`src/rtl/venus_ex_pkg.sv`:
```
// venus_ex_pkg: condition codes, flag bit positions and the EX output entry layout.
package venus_ex_pkg;
  localparam logic [3:0] COND_AL = 4'd0;
  localparam logic [3:0] COND_EQ = 4'd1;
  localparam logic [3:0] COND_NE = 4'd2;
  localparam logic [3:0] COND_GT = 4'd3;
  localparam logic [3:0] COND_LT = 4'd4;
  localparam logic [3:0] COND_VS = 4'd5;
  localparam logic [3:0] COND_VC = 4'd6;
  localparam logic [3:0] COND_HI = 4'd7;
  localparam logic [3:0] COND_LE = 4'd8;
  localparam logic [3:0] COND_NV = 4'd9;
  localparam int FLAG_Z = 0;
  localparam int FLAG_P = 1;
  localparam int FLAG_N = 2;
  localparam int FLAG_V = 3;
  localparam int EX_DATA_W = 32;
  localparam int EX_RD_W = 5;
  // Entry layout at default widths; ex_out_stage keeps the same field order at its own widths.
  typedef struct packed {
    logic [EX_DATA_W-1:0] result;
    logic [EX_RD_W-1:0]   rd;
    logic                 rd_we;
    logic                 branch_taken;
  } ex_entry_t;
endpackage

```
`src/rtl/ex_cond_eval.sv`:
```
// ex_cond_eval: evaluates a 4-bit condition code against {V,N,P,Z} flags.
module ex_cond_eval
  import venus_ex_pkg::*;
(
  input  logic [3:0] flags_i,
  input  logic [3:0] cond_i,
  output logic       taken_o
);
  logic w_z, w_p, w_n, w_v;
  assign w_z = flags_i[FLAG_Z];
  assign w_p = flags_i[FLAG_P];
  assign w_n = flags_i[FLAG_N];
  assign w_v = flags_i[FLAG_V];
  always_comb begin
    taken_o = 1'b0;
    case (cond_i)
      COND_AL: taken_o = 1'b1;
      COND_EQ: taken_o = w_z;
      COND_NE: taken_o = ~w_z;
      COND_GT: taken_o = w_p;
      COND_LT: taken_o = w_n;
      COND_VS: taken_o = w_v;
      COND_VC: taken_o = ~w_v;
      COND_HI: taken_o = w_p & ~w_z;
      COND_LE: taken_o = w_n | w_z;
      default: taken_o = 1'b0;
    endcase
  end
endmodule

```
`src/rtl/ex_out_stage.sv`:
```
// ex_out_stage: two-entry skid buffer on the EX result path, owning the flag register
// and resolving conditional branches at accept time.
module ex_out_stage
  import venus_ex_pkg::*;
#(
  parameter int DATA_W = 32,
  parameter int RD_W   = 5
) (
  input  logic              clk_i,
  input  logic              rst_i,
  input  logic              valid_i,
  output logic              ready_o,
  input  logic [DATA_W-1:0] result_i,
  input  logic              zero_flag_i,
  input  logic              pos_flag_i,
  input  logic              neg_flag_i,
  input  logic              overflow_flag_i,
  input  logic              flag_we_i,
  input  logic              branch_i,
  input  logic [3:0]        cond_i,
  input  logic [RD_W-1:0]   rd_i,
  input  logic              rd_we_i,
  input  logic              flush_i,
  output logic              valid_o,
  input  logic              ready_i,
  output logic [DATA_W-1:0] result_o,
  output logic [RD_W-1:0]   rd_o,
  output logic              rd_we_o,
  output logic              branch_taken_o,
  output logic [3:0]        flags_o
);
  typedef struct packed {
    logic [DATA_W-1:0] result;
    logic [RD_W-1:0]   rd;
    logic              rd_we;
    logic              branch_taken;
  } entry_t;
  entry_t     r_main, r_skid, w_entry;
  logic       r_main_v, r_skid_v;
  logic [3:0] r_flags;
  logic       w_accept, w_xfer, w_taken;
  logic [3:0] w_in_flags, w_cond_flags;
  assign ready_o      = ~r_skid_v;
  assign w_accept     = valid_i & ready_o & ~flush_i;
  assign w_xfer       = r_main_v & ready_i;
  assign w_in_flags   = {overflow_flag_i, neg_flag_i, pos_flag_i, zero_flag_i};
  // Compare-and-branch sees the flags it is about to write, not the stale register.
  assign w_cond_flags = flag_we_i ? w_in_flags : r_flags;
  ex_cond_eval u_cond (
    .flags_i(w_cond_flags),
    .cond_i (cond_i),
    .taken_o(w_taken)
  );
  assign w_entry = '{result: result_i, rd: rd_i, rd_we: rd_we_i, branch_taken: branch_i & w_taken};
  always_ff @(posedge clk_i or posedge rst_i) begin
    if (rst_i) begin
      r_main_v <= 1'b0;
      r_skid_v <= 1'b0;
      r_main   <= '0;
      r_skid   <= '0;
      r_flags  <= '0;
    end else begin
      if (w_accept && flag_we_i) r_flags <= w_in_flags;
      if (flush_i) begin
        r_main_v <= 1'b0;
        r_skid_v <= 1'b0;
      end else if (!r_main_v || w_xfer) begin
        // Skid valid implies ready_o = 0, so skid drain and accept never collide.
        r_main_v <= r_skid_v | w_accept;
        r_skid_v <= 1'b0;
        if (r_skid_v) r_main <= r_skid;
        else if (w_accept) r_main <= w_entry;
      end else if (w_accept) begin
        r_skid_v <= 1'b1;
        r_skid   <= w_entry;
      end
    end
  end
  assign valid_o        = r_main_v;
  assign result_o       = r_main.result;
  assign rd_o           = r_main.rd;
  assign rd_we_o        = r_main.rd_we;
  assign branch_taken_o = r_main.branch_taken;
  assign flags_o        = r_flags;
endmodule

```
`config.mk`:
```
export PLATFORM = sky130hd
export DESIGN_NAME = ex_out_stage
export DESIGN_NICKNAME = d
export VERILOG_FILES = /design/src/rtl/venus_ex_pkg.sv /design/src/rtl/ex_cond_eval.sv /design/src/rtl/ex_out_stage.sv
export SDC_FILE = /design/constraint.sdc
export NUM_CORES = 1
export LEC_CHECK = 0
export BUFFER_PORTS_ARGS = -buffer_cell sky130_fd_sc_hd__buf_2
export CAP_MARGIN = 20
export CORE_MARGIN = 1
export CORE_UTILIZATION = 40
export DETAILED_ROUTE_END_ITERATION = 10
export RECOVER_POWER = 100
export SYNTH_ARGS = -nofsm -noshare
export SYNTH_HDL_FRONTEND = slang
export SYNTH_SLANG_ARGS = --single-unit
```
`constraint.sdc`:
```
create_clock -name clk_i -period 3.1 [get_ports clk_i]
set_input_delay 0.465 -clock clk_i [delete_from_list [all_inputs] [get_ports clk_i]]
set_output_delay 0.465 -clock clk_i [all_outputs]
set_load 0.1 [all_outputs]
```
* After elaboration in Yosys (flattened, before gate mapping)
Cells that the tools add are included.
Cells by class: multiplexer cells 9, eq/ne operators 8, bitwise logic cells 12, reductions and logical operators 9
Operator list (count):
- 2-to-1 mux 39 bit | 2
- equality test 4 x 3 -> 1 bit (second input constant) | 4
- case mux 1 bit (9 select lines) | 1
- equality test 4 x 2 -> 1 bit (second input constant) | 2
- AND reduction 3 bit | 2
- AND 1 bit | 5
- 2-to-1 mux 1 bit | 5
- NOT 1 bit | 5
- equality test 4 x 1 -> 1 bit (second input constant) | 1
- equality test 4 bit (second input constant) | 1
- logical NOT 4 bit | 1
- 2-to-1 mux 4 bit | 1
- nonzero test 2 bit | 2
- nonzero test 3 bit | 1
- bitwise OR 1 bit | 2
- logical AND 1 bit | 1
- logical NOT 1 bit | 1
- logical OR 1 bit | 1
Storage, ports and cells: input port bits 53, word-level logic and storage cells 49, flip-flop bits (word level) 84, output and inout bits 45

* Longest topological paths before layout
Gate-level depths: netlist (run 1).
depth in word-level cells 7, gate-level depth with buffers 6, gate-level depth less buffers 4

* By module
Synthesis (run 1) repeated with hierarchy kept, for this count alone.
Unflattened totals: cell total of the unflattened synthesis 246, area total of the unflattened synthesis 3797.4 sq um
By module, submodules not included:
- ex_out_stage | area an instance 3703.6 sq um, cells each 233, times used 1, seq. area each 2102.0 sq um
- ex_cond_eval | area an instance 93.8 sq um, cells each 13, times used 1, seq. area each 0.0 sq um

* Worst setup path after synthesis (run 1)
No wires, ideal clock.
path kind reg-to-reg, from register r_main_v (netlist: valid_o), to register r_skid[11] in the netlist's numbering, cell stages (with the launch flop) 5, setup time 0.125 ns, setup slack 1.043 ns, required time 2.975 ns, data arrival time 1.932 ns, path buffers 1, period minus slack after synthesis 2.057 ns, path through dfrtp_1 > nor2b_2 > nand3_2 > buf_6 > mux2_4
On the way: longest elaborated chain between the ends 4, elaborated cells on any way between the ends 5, those cells by class bitwise: 2; reduce/logical: 3
RTL lines:
- start, declared | line ex_out_stage.sv:39 | logic r_main_v, r_skid_v;
- start signal, assigned | line ex_out_stage.sv:69 | r_main_v <= r_skid_v | w_accept;
- AND 1 bit / logical NOT 1 bit (equally long branches) | line ex_out_stage.sv:45, ex_out_stage.sv:67
- logical OR 1 bit (*) | line ex_out_stage.sv:67 | end else if (!r_main_v || w_xfer) begin
- NOT 1 bit (no source line) (*)
- AND reduction 3 bit (no source line) (*)
- end signal, assigned | line ex_out_stage.sv:75 | r_skid <= w_entry;
- end, declared | line ex_out_stage.sv:38 | entry_t r_main, r_skid, w_entry;
Mark *: on every way between the ends. The rest lies on a longest branch, timed or not. A chain may end at the register's enable or synchronous reset.

* Worst setup path in the final report (run 1)
from register r_skid_v, to output ready_o
On the way: longest elaborated chain between the ends 1
RTL lines:
- start, declared | line ex_out_stage.sv:39
- start signal, assigned | line ex_out_stage.sv:58 | r_skid_v <= 1'b0;
- start signal, assigned | line ex_out_stage.sv:66 | r_skid_v <= 1'b0;
- start signal, assigned | line ex_out_stage.sv:70 | r_skid_v <= 1'b0;
- NOT 1 bit | line ex_out_stage.sv:43 | assign ready_o = ~r_skid_v;
- end, declared | line ex_out_stage.sv:12 | output logic ready_o,
Every way passes these cells.

==> out/qor.yml, run 1 <==
sta:
  period_share_pct: 82.5
  setup_tns_ns: 0
  hold_viol: 0
  maxSlewViolCount: 39
  skew_ns: 0.00777
  fmax_ghz: 0.391
  rsz0062_at_grt: "no"
  worst_pin_slew_ns: 1.73
  period_needed_ns: 2.56
  setup_viol: 0
  slew_headroom_pct: -15.7
yosys:
  yosys_warnings: 0
  yosysSeqAreaShare_pct: 55.6
  synth_seq_cells: 84
  syn-cell-area_mm2: 0.00378
  synth_nets: 351
  synth.distinct_cells: 34
  avgSynthCellArea_um2: 12.7
  syn_inst: 298
global_route:
  grt_pass1_wl_mm: 12.7
  grt_usage_pct: 16.7
  met1_usage_pct: 22.3
  grt_max_degree: 53
  global_route.usage.met3_pct: 5.20
  antenna_found_initial: 0
  gr-usage-met2_pct: 26.5
  busiest_layer: "met2"
  grt_remaining_overflow: 0
  grt_pass1_vias: 2552
detailed_routing:
  drt-total-wl_mm: 7.72
  drt_iter0_drc: 102
  route.detailed.drc: 0
  avgRoutedWirePerCell_um: 15.2
  ant_nets: 0
  dr.pass1.iters: 4
  viasPerCell: 5.02
  vias: 2554
floorplanning:
  die_x_um: 99.2
  start_util_pct: 41.1
  pin_count: 98
  die_h_um: 99.2
  die_area_mm2: 0.00984
  core_mm2: 0.00920
  rows: 35
placed_design:
  dp_hpwl_mm: 5.22
  place_area_mm2: 0.00434
  gp_congestion: 0.778
  io_buffers: 97
final_layout:
  insertedDiodeCount: 0
  nFillCells: 887
  final_nets: 446
  layout-drive-gt1-share_pct: 26.6
  layout_common_cells: "dfrtp_1, buf_2, clkbuf_1"
  layout_commonest_cell: "dfrtp_1"
  final_area_mm2: 0.00445
  area_growth_pct: 17.8
worst_hold_path:
  hold_start: "rd_i[0]"
  holdPathEnd: "r_skid[2]$_DFFE_PP0P_"
  hp-class: "in -> reg"
  min_path_cells: 2
power:
  pwr-share-clk_pct: 26.9
  ir_drop_mv: 0.409
  power.share.combinational_pct: 32.6
  power_leakage_nw: 1.89
  p_total_mw: 3.55
  p_sw_share_pct: 40.6
  power.density_mw_per_mm2: 798
  p_int_mw: 2.11
  power.switching_mw: 1.44
  pwr-share-seq_pct: 40.6
clock_network:
  clk_pin_slew_ns: 0.08
  htree_num_levels: 3
  cts_hold_buf: 0
  cts_buffers: 9
  clock_latency_ns: 0.35
  cts-resized-gates: 0
  cts_buffer_depth: 2
  root_buffer: "clkbuf_8"
  post-cts-setup-buffers: 0
  cts.sinks: 84
  cts_tree: "yes"
critical_path:
  critPathRequiredTime_ns: 2.63
  r2r-end: "result_o[0]$_DFFE_PP0P_"
  rrSetupSlack_ns: 0.77
  timing.rr.start: "r_skid_v$_DFFE_PP0P_"
  cp-end-kind: "output pin"
  r2r_cells: 6
  critPathKind: "reg -> out"
  worstSetupStartpointType: "register"
  worst-endpoint-arrival_ns: 2.09
  cp_max_fo: 26
status:
  violations: "capacitance limit, slew limit"
  status: "complete, but fails checks"
run:
  max_cap_viol_count: 1
==> how the worst max path moves through the flow <==
stage	startpoint	to	slack (ns)	cells after the start
4_1_cts	r_skid_v$_DFFE_PP0P_	ready_o	0.57	3
6_report	r_skid_v$_DFFE_PP0P_	ready_o	0.54	3
5_1_grt	r_skid_v$_DFFE_PP0P_	ready_o	0.41	3
3_3_place_gp	ready_i	r_skid[34]$_DFFE_PP0P_	0.81	5
2_1_floorplan	rst_i	branch_taken_o$_DFFE_PP0P_	0.47	1
3_5_place_dp	ready_i	r_skid[36]$_DFFE_PP0P_	0.79	5
==> metrics by stage <==
| step | instances | utilization (%) | hold slack [ns] | worst slack, ns |
|---|---|---|---|---|
| after floorplan | 298 | - | 0.479 | 0.470 |
| after global placement | 493 | 47.2 | 0.487 | 0.811 |
| after detailed placement | 493 | 47.2 | 0.495 | 0.791 |
| after CTS | 509 | 49.9 | 0.197 | 0.568 |
| after global routing | 509 | 48.4 | 0.327 | 0.413 |
| final | 509 | 48.4 | 0.342 | 0.542 |
==> layer usage <==
layer | wire, um | vias to the layer above | share of wire (%)
met5 | 0 | - | 0
met4 | 77 | 0 | 1.0
met3 | 402 | 10 | 5.2
met2 | 3600 | 77 | 47
met1 | 3630 | 1228 | 47
li1 | - | 1239 | -
==> synth_stat cells, drive strengths merged <==
cell | n | area (um2)
o31ai | 1 | 7.51
a2111oi | 1 | 8.76
and2 | 1 | 6.26
o22ai | 1 | 6.26
a211oi | 1 | 12.5
nand2b | 2 | 12.5
buf | 16 | 114
nand3 | 2 | 15.0
clkbuf | 3 | 11.3
a31oi | 1 | 6.26
a21oi | 40 | 200
nor3 | 4 | 31.3
nor4b | 1 | 8.76
xnor2 | 1 | 8.76
a21boi | 1 | 7.51
a21o | 1 | 7.51
nand2 | 1 | 3.75
a311oi | 1 | 8.76
nor2b | 2 | 15.0
dfrtp | 84 | 2100
or3 | 1 | 6.26
a2bb2oi | 1 | 8.76
mux2 | 45 | 578
mux2i | 42 | 420
nor2 | 41 | 156
and3 | 1 | 7.51
inv | 2 | 7.51
==> kinds of logic after synthesis <==
kind of cell	synth area share, %
buf+inv	3.51
mux	26.4
flops	55.6
compound gates	7.25
xor+xnor	0.232
simple gates	6.95
==> worst max-delay path: stages, from the launching register on <==
cell	delay [ns]
dfrtp_2	0.68
buf_4	0.50
inv_1	0.16
clkbuf_2	0.40
==> power by group through the flow <==
stage / combinational [mW] / clock, mW / sequential, mW
floorplan: 0.335 / 0 / 2.14
global placement: 1.23 / 0 / 1.45
CTS: 1.24 / 0.983 / 1.44
finish: 1.16 / 0.954 / 1.44
detailed placement: 1.24 / 0 / 1.46
global route: 1.22 / 1.02 / 1.47
==> flip-flops by register name, indices dropped and copies added, names as in the netlist <==
| signal | cells |
|---|---|
| rd_we_o | 1 |
| flags_o | 4 |
| r_skid | 39 |
| valid_o | 1 |
| rd_o | 5 |
| branch_taken_o | 1 |
| r_skid_v | 1 |
| result_o | 32 |
==> final cells by class <==
class                      instances  area, um2  area share, %
tap                              111        139           3.12
sequential                        84       2100           47.2
multi-input combinational        193       1470           33.1
clock inverter                     6        111           2.50
clock buffer                      10        138           3.09
timing repair buffer             103        480           10.8
inverter                           2       8.76          0.197
Note: power is estimated with default switching activity, not from simulation.
==> inputs of run 2 (changes only) <==
- ABC_AREA: not set -> 1
- PLACE_DENSITY: not set -> 0.66
- clock period: 3.1 -> 2.15 ns (I/O delays scaled with it)
==> out/qor.yml, run 2 <==
clock_network:
  clock_latency_ns: 0.35  # about the same
  cts_tree: "yes"  # unchanged
  root_buffer: "clkbuf_8"  # unchanged
  cts.sinks: 84  # unchanged
  post-cts-setup-buffers: 0  # unchanged
  cts_buffer_depth: 2  # unchanged
  cts_hold_buf: 0  # unchanged
  cts-resized-gates: 0  # unchanged
  cts_buffers: 9  # unchanged
  clk_pin_slew_ns: 0.08  # about the same
  htree_num_levels: 3  # unchanged
status:
  violations: "DRC"  # was capacitance limit, slew limit
  status: "complete, but fails checks"  # unchanged
floorplanning:
  start_util_pct: 41.9  # was 41.1%
  rows: 34  # was 35
  die_area_mm2: 0.00971  # was 0.00984 mm2
  core_mm2: 0.00889  # was 0.00920 mm2
  die_x_um: 98.5  # was 99.2 um
  pin_count: 98  # unchanged
  die_h_um: 98.5  # was 99.2 um
critical_path:
  crit_family: "buffers and inverters"  # unchanged
  cp_slowest_stage_delay_ns: 0.88  # was 0.68 ns
  crit_buf_inv: 1  # was 3
  cp_max_fo: 2  # was 26
  cpMaxStageDelayCell: "clkbuf_1"  # was dfrtp_2
  path_cells: "clkbuf_1"  # was buf_4 -> inv_1 -> clkbuf_2
  critPathRequiredTime_ns: 1.83  # was 2.63 ns
  worst-endpoint-arrival_ns: 1.57  # was 2.09 ns
  critPathKind: "reg -> out"  # unchanged
  worstSetupStartpointType: "register"  # unchanged
  cp-end-kind: "output pin"  # unchanged
sta:
  setup_viol: 0  # unchanged
  worst_pin_slew_ns: 1.18  # was 1.73 ns
  period_share_pct: 88.2
  hold_viol: 0  # unchanged
  slew_headroom_pct: 21.6  # was -15.7%
  skew_ns: 0.00963  # was 0.00777 ns
  period_needed_ns: 1.90
  rsz0062_at_grt: "no"  # unchanged
  maxSlewViolCount: 0  # was 39
  setup_tns_ns: 0  # unchanged
  fmax_ghz: 0.527
  fin_ws_ns: 0.253  # was 0.542 ns
global_route:
  antenna_found_initial: 0  # unchanged
  grt_usage_pct: 16.9  # was 16.7%
  grt_pass1_vias: 2879  # was 2552
  grt_pass1_wl_mm: 13.2  # was 12.7 mm
  grt_remaining_overflow: 0  # unchanged
  grt_max_degree: 85  # was 53
yosys:
  synth_nets: 503  # was 351
  yosys_warnings: 0  # unchanged
  synth_edf_count: 0  # unchanged
  synth_seq_cells: 84  # unchanged
  yosys.area.top_type: "dfrtp_1"  # unchanged
  synth.distinct_cells: 20  # was 34
  syn_inst: 450  # was 298
  synth_top_flop_cell: "dfrtp_1"  # unchanged
  synthTopCellsByArea: "dfrtp_1, nand2_1, o21ai_0, inv_1, o21ai_1"  # was dfrtp_1, mux2i_1, mux2_2, mux2_4, a21oi_1
  syn-cell-area_mm2: 0.00373  # was 0.00378 mm2
  ys_top_cells_by_count: "nand2_1, o21ai_0, dfrtp_1"  # was dfrtp_1, mux2i_1, a21oi_1, nor2_1, mux2_2
  synth.most_common_cell: "nand2_1"  # was dfrtp_1
  yosysSeqAreaShare_pct: 56.4  # was 55.6%
  avgSynthCellArea_um2: 8.28  # was 12.7 um2
  synth_top_area_share_pct: 56.4  # was 55.6%
  synthArstFlopShare_pct: 100  # unchanged
placed_design:
  gp_congestion: 0.797  # was 0.778
  dp_slack_ns: 0.627  # was 0.791 ns
  io_buffers: 97  # unchanged
  placedCellCount: 638  # was 493
  dp_hpwl_mm: 5.22  # about the same
detailed_routing:
  drt_iter0_drc: 115  # was 102
  viasPerCell: 4.68  # was 5.02
  avgRoutedWirePerCell_um: 11.6  # was 15.2 um
  route.detailed.drc: 4  # was 0
  vias: 3053  # was 2554
  ant_nets: 0  # unchanged
  dr.pass1.iters: 9  # was 4
  drt-total-wl_mm: 7.59  # was 7.72 mm
final_layout:
  layout-drive-gt1-share_pct: 20.8  # was 26.6%
  layout_common_cells: "nand2_1, o21ai_0, dfrtp_1"  # was dfrtp_1, buf_2, clkbuf_1
  largest_register_ffs: 39  # unchanged
  layout_commonest_cell: "nand2_1"  # was dfrtp_1
  fin_cells: 652  # was 509
  largest_register: "r_skid"  # unchanged
  insertedDiodeCount: 0  # unchanged
  area_growth_pct: 20.2  # was 17.8%
  final_nets: 594  # was 446
run:
  max_cap_viol_count: 0  # was 1
power:
  power_leakage_nw: 2.47  # was 1.89 nW
  power.density_mw_per_mm2: 1120  # was 798 mW/mm2
  ir_drop_mv: 0.530  # was 0.409 mV
worst_hold_path:
  hp-class: "in -> reg"  # unchanged
## run 2: final cells by class
| class | count | area, um2 |
|---|---|---|
| Fill cell | 840 | 4410 |
| Sequential cell | 84 | 2100 |
| Multi-Input combinational cell | 290 | 1280 |
| Timing Repair Buffer | 104 | 567 |
| Inverter | 52 | 199 |
| Tap cell | 108 | 135 |
| Clock buffer | 9 | 124 |
| Clock inverter | 5 | 78.8 |
## run 2: where the power goes
| group | total (mW) | switching [mW] | internal [mW] | leakage, nW |
|---|---|---|---|---|
| registers | 2.09 | 0.181 | 1.91 | 1.05 |
| clock network | 1.19 | 0.549 | 0.640 | 0.105 |
| logic | 1.72 | 1.42 | 0.298 | 1.31 |
| total | 5.00 | 2.15 | 2.85 | 2.47 |
## run 2: metrics by stage
step | hold WS [ns] | util [%] | instance area [um2] | total power [mW]
5_1_grt | 0.223 | 50.4 | 4480 | 5.27
2_1_floorplan | 0.448 | - | 3730 | 3.54
3_3_place_gp | 0.463 | 48.6 | 4320 | 3.85
3_5_place_dp | 0.467 | 48.6 | 4320 | 3.88
6_report | 0.227 | 50.4 | 4480 | 5.00
4_1_cts | 0.0961 | 50.9 | 4520 | 5.08
## run 2: logic make-up after synthesis
logic type	synth area share [%]
buf+inv	9.23
mux	0.906
flops	56.4
simple gates	17.5
compound gates	15.9
## run 2: final timing paths
| kind | start | slack (ns) | cells after the start | endpoint |
|---|---|---|---|---|
| setup / recovery | result_o[14]$_DFFE_PP0P_ | 0.25 | 1 | result_o[14] |
| hold / removal | neg_flag_i | 0.23 | 2 | flags_o[2]$_DFFE_PP0P_ |
| setup reg to reg | r_skid_v$_DFFE_PP0P_ | 0.39 | 7 | branch_taken_o$_DFFE_PP0P_ |
| hold reg to reg | r_skid[32]$_DFFE_PP0P_ | 0.49 | 2 | r_skid[32]$_DFFE_PP0P_ |
| max in group asynchronous | rst_i | 1.09 | 3 | result_o[30]$_DFFE_PP0P_ |
| min in group asynchronous | rst_i | 0.36 | 3 | r_skid[20]$_DFFE_PP0P_ |
## run 2: per-layer routing
| layer | global-route usage, % | up-vias | share of wire (%) |
|---|---|---|---|
| li1 | - | 1595 | - |
| met1 | 22.4 | 1366 | 48 |
| met2 | 27.0 | 82 | 45 |
| met3 | 3.69 | 10 | 5.8 |
| met4 | 7.35 | 0 | 1.4 |
| met5 | 0 | - | 0 |
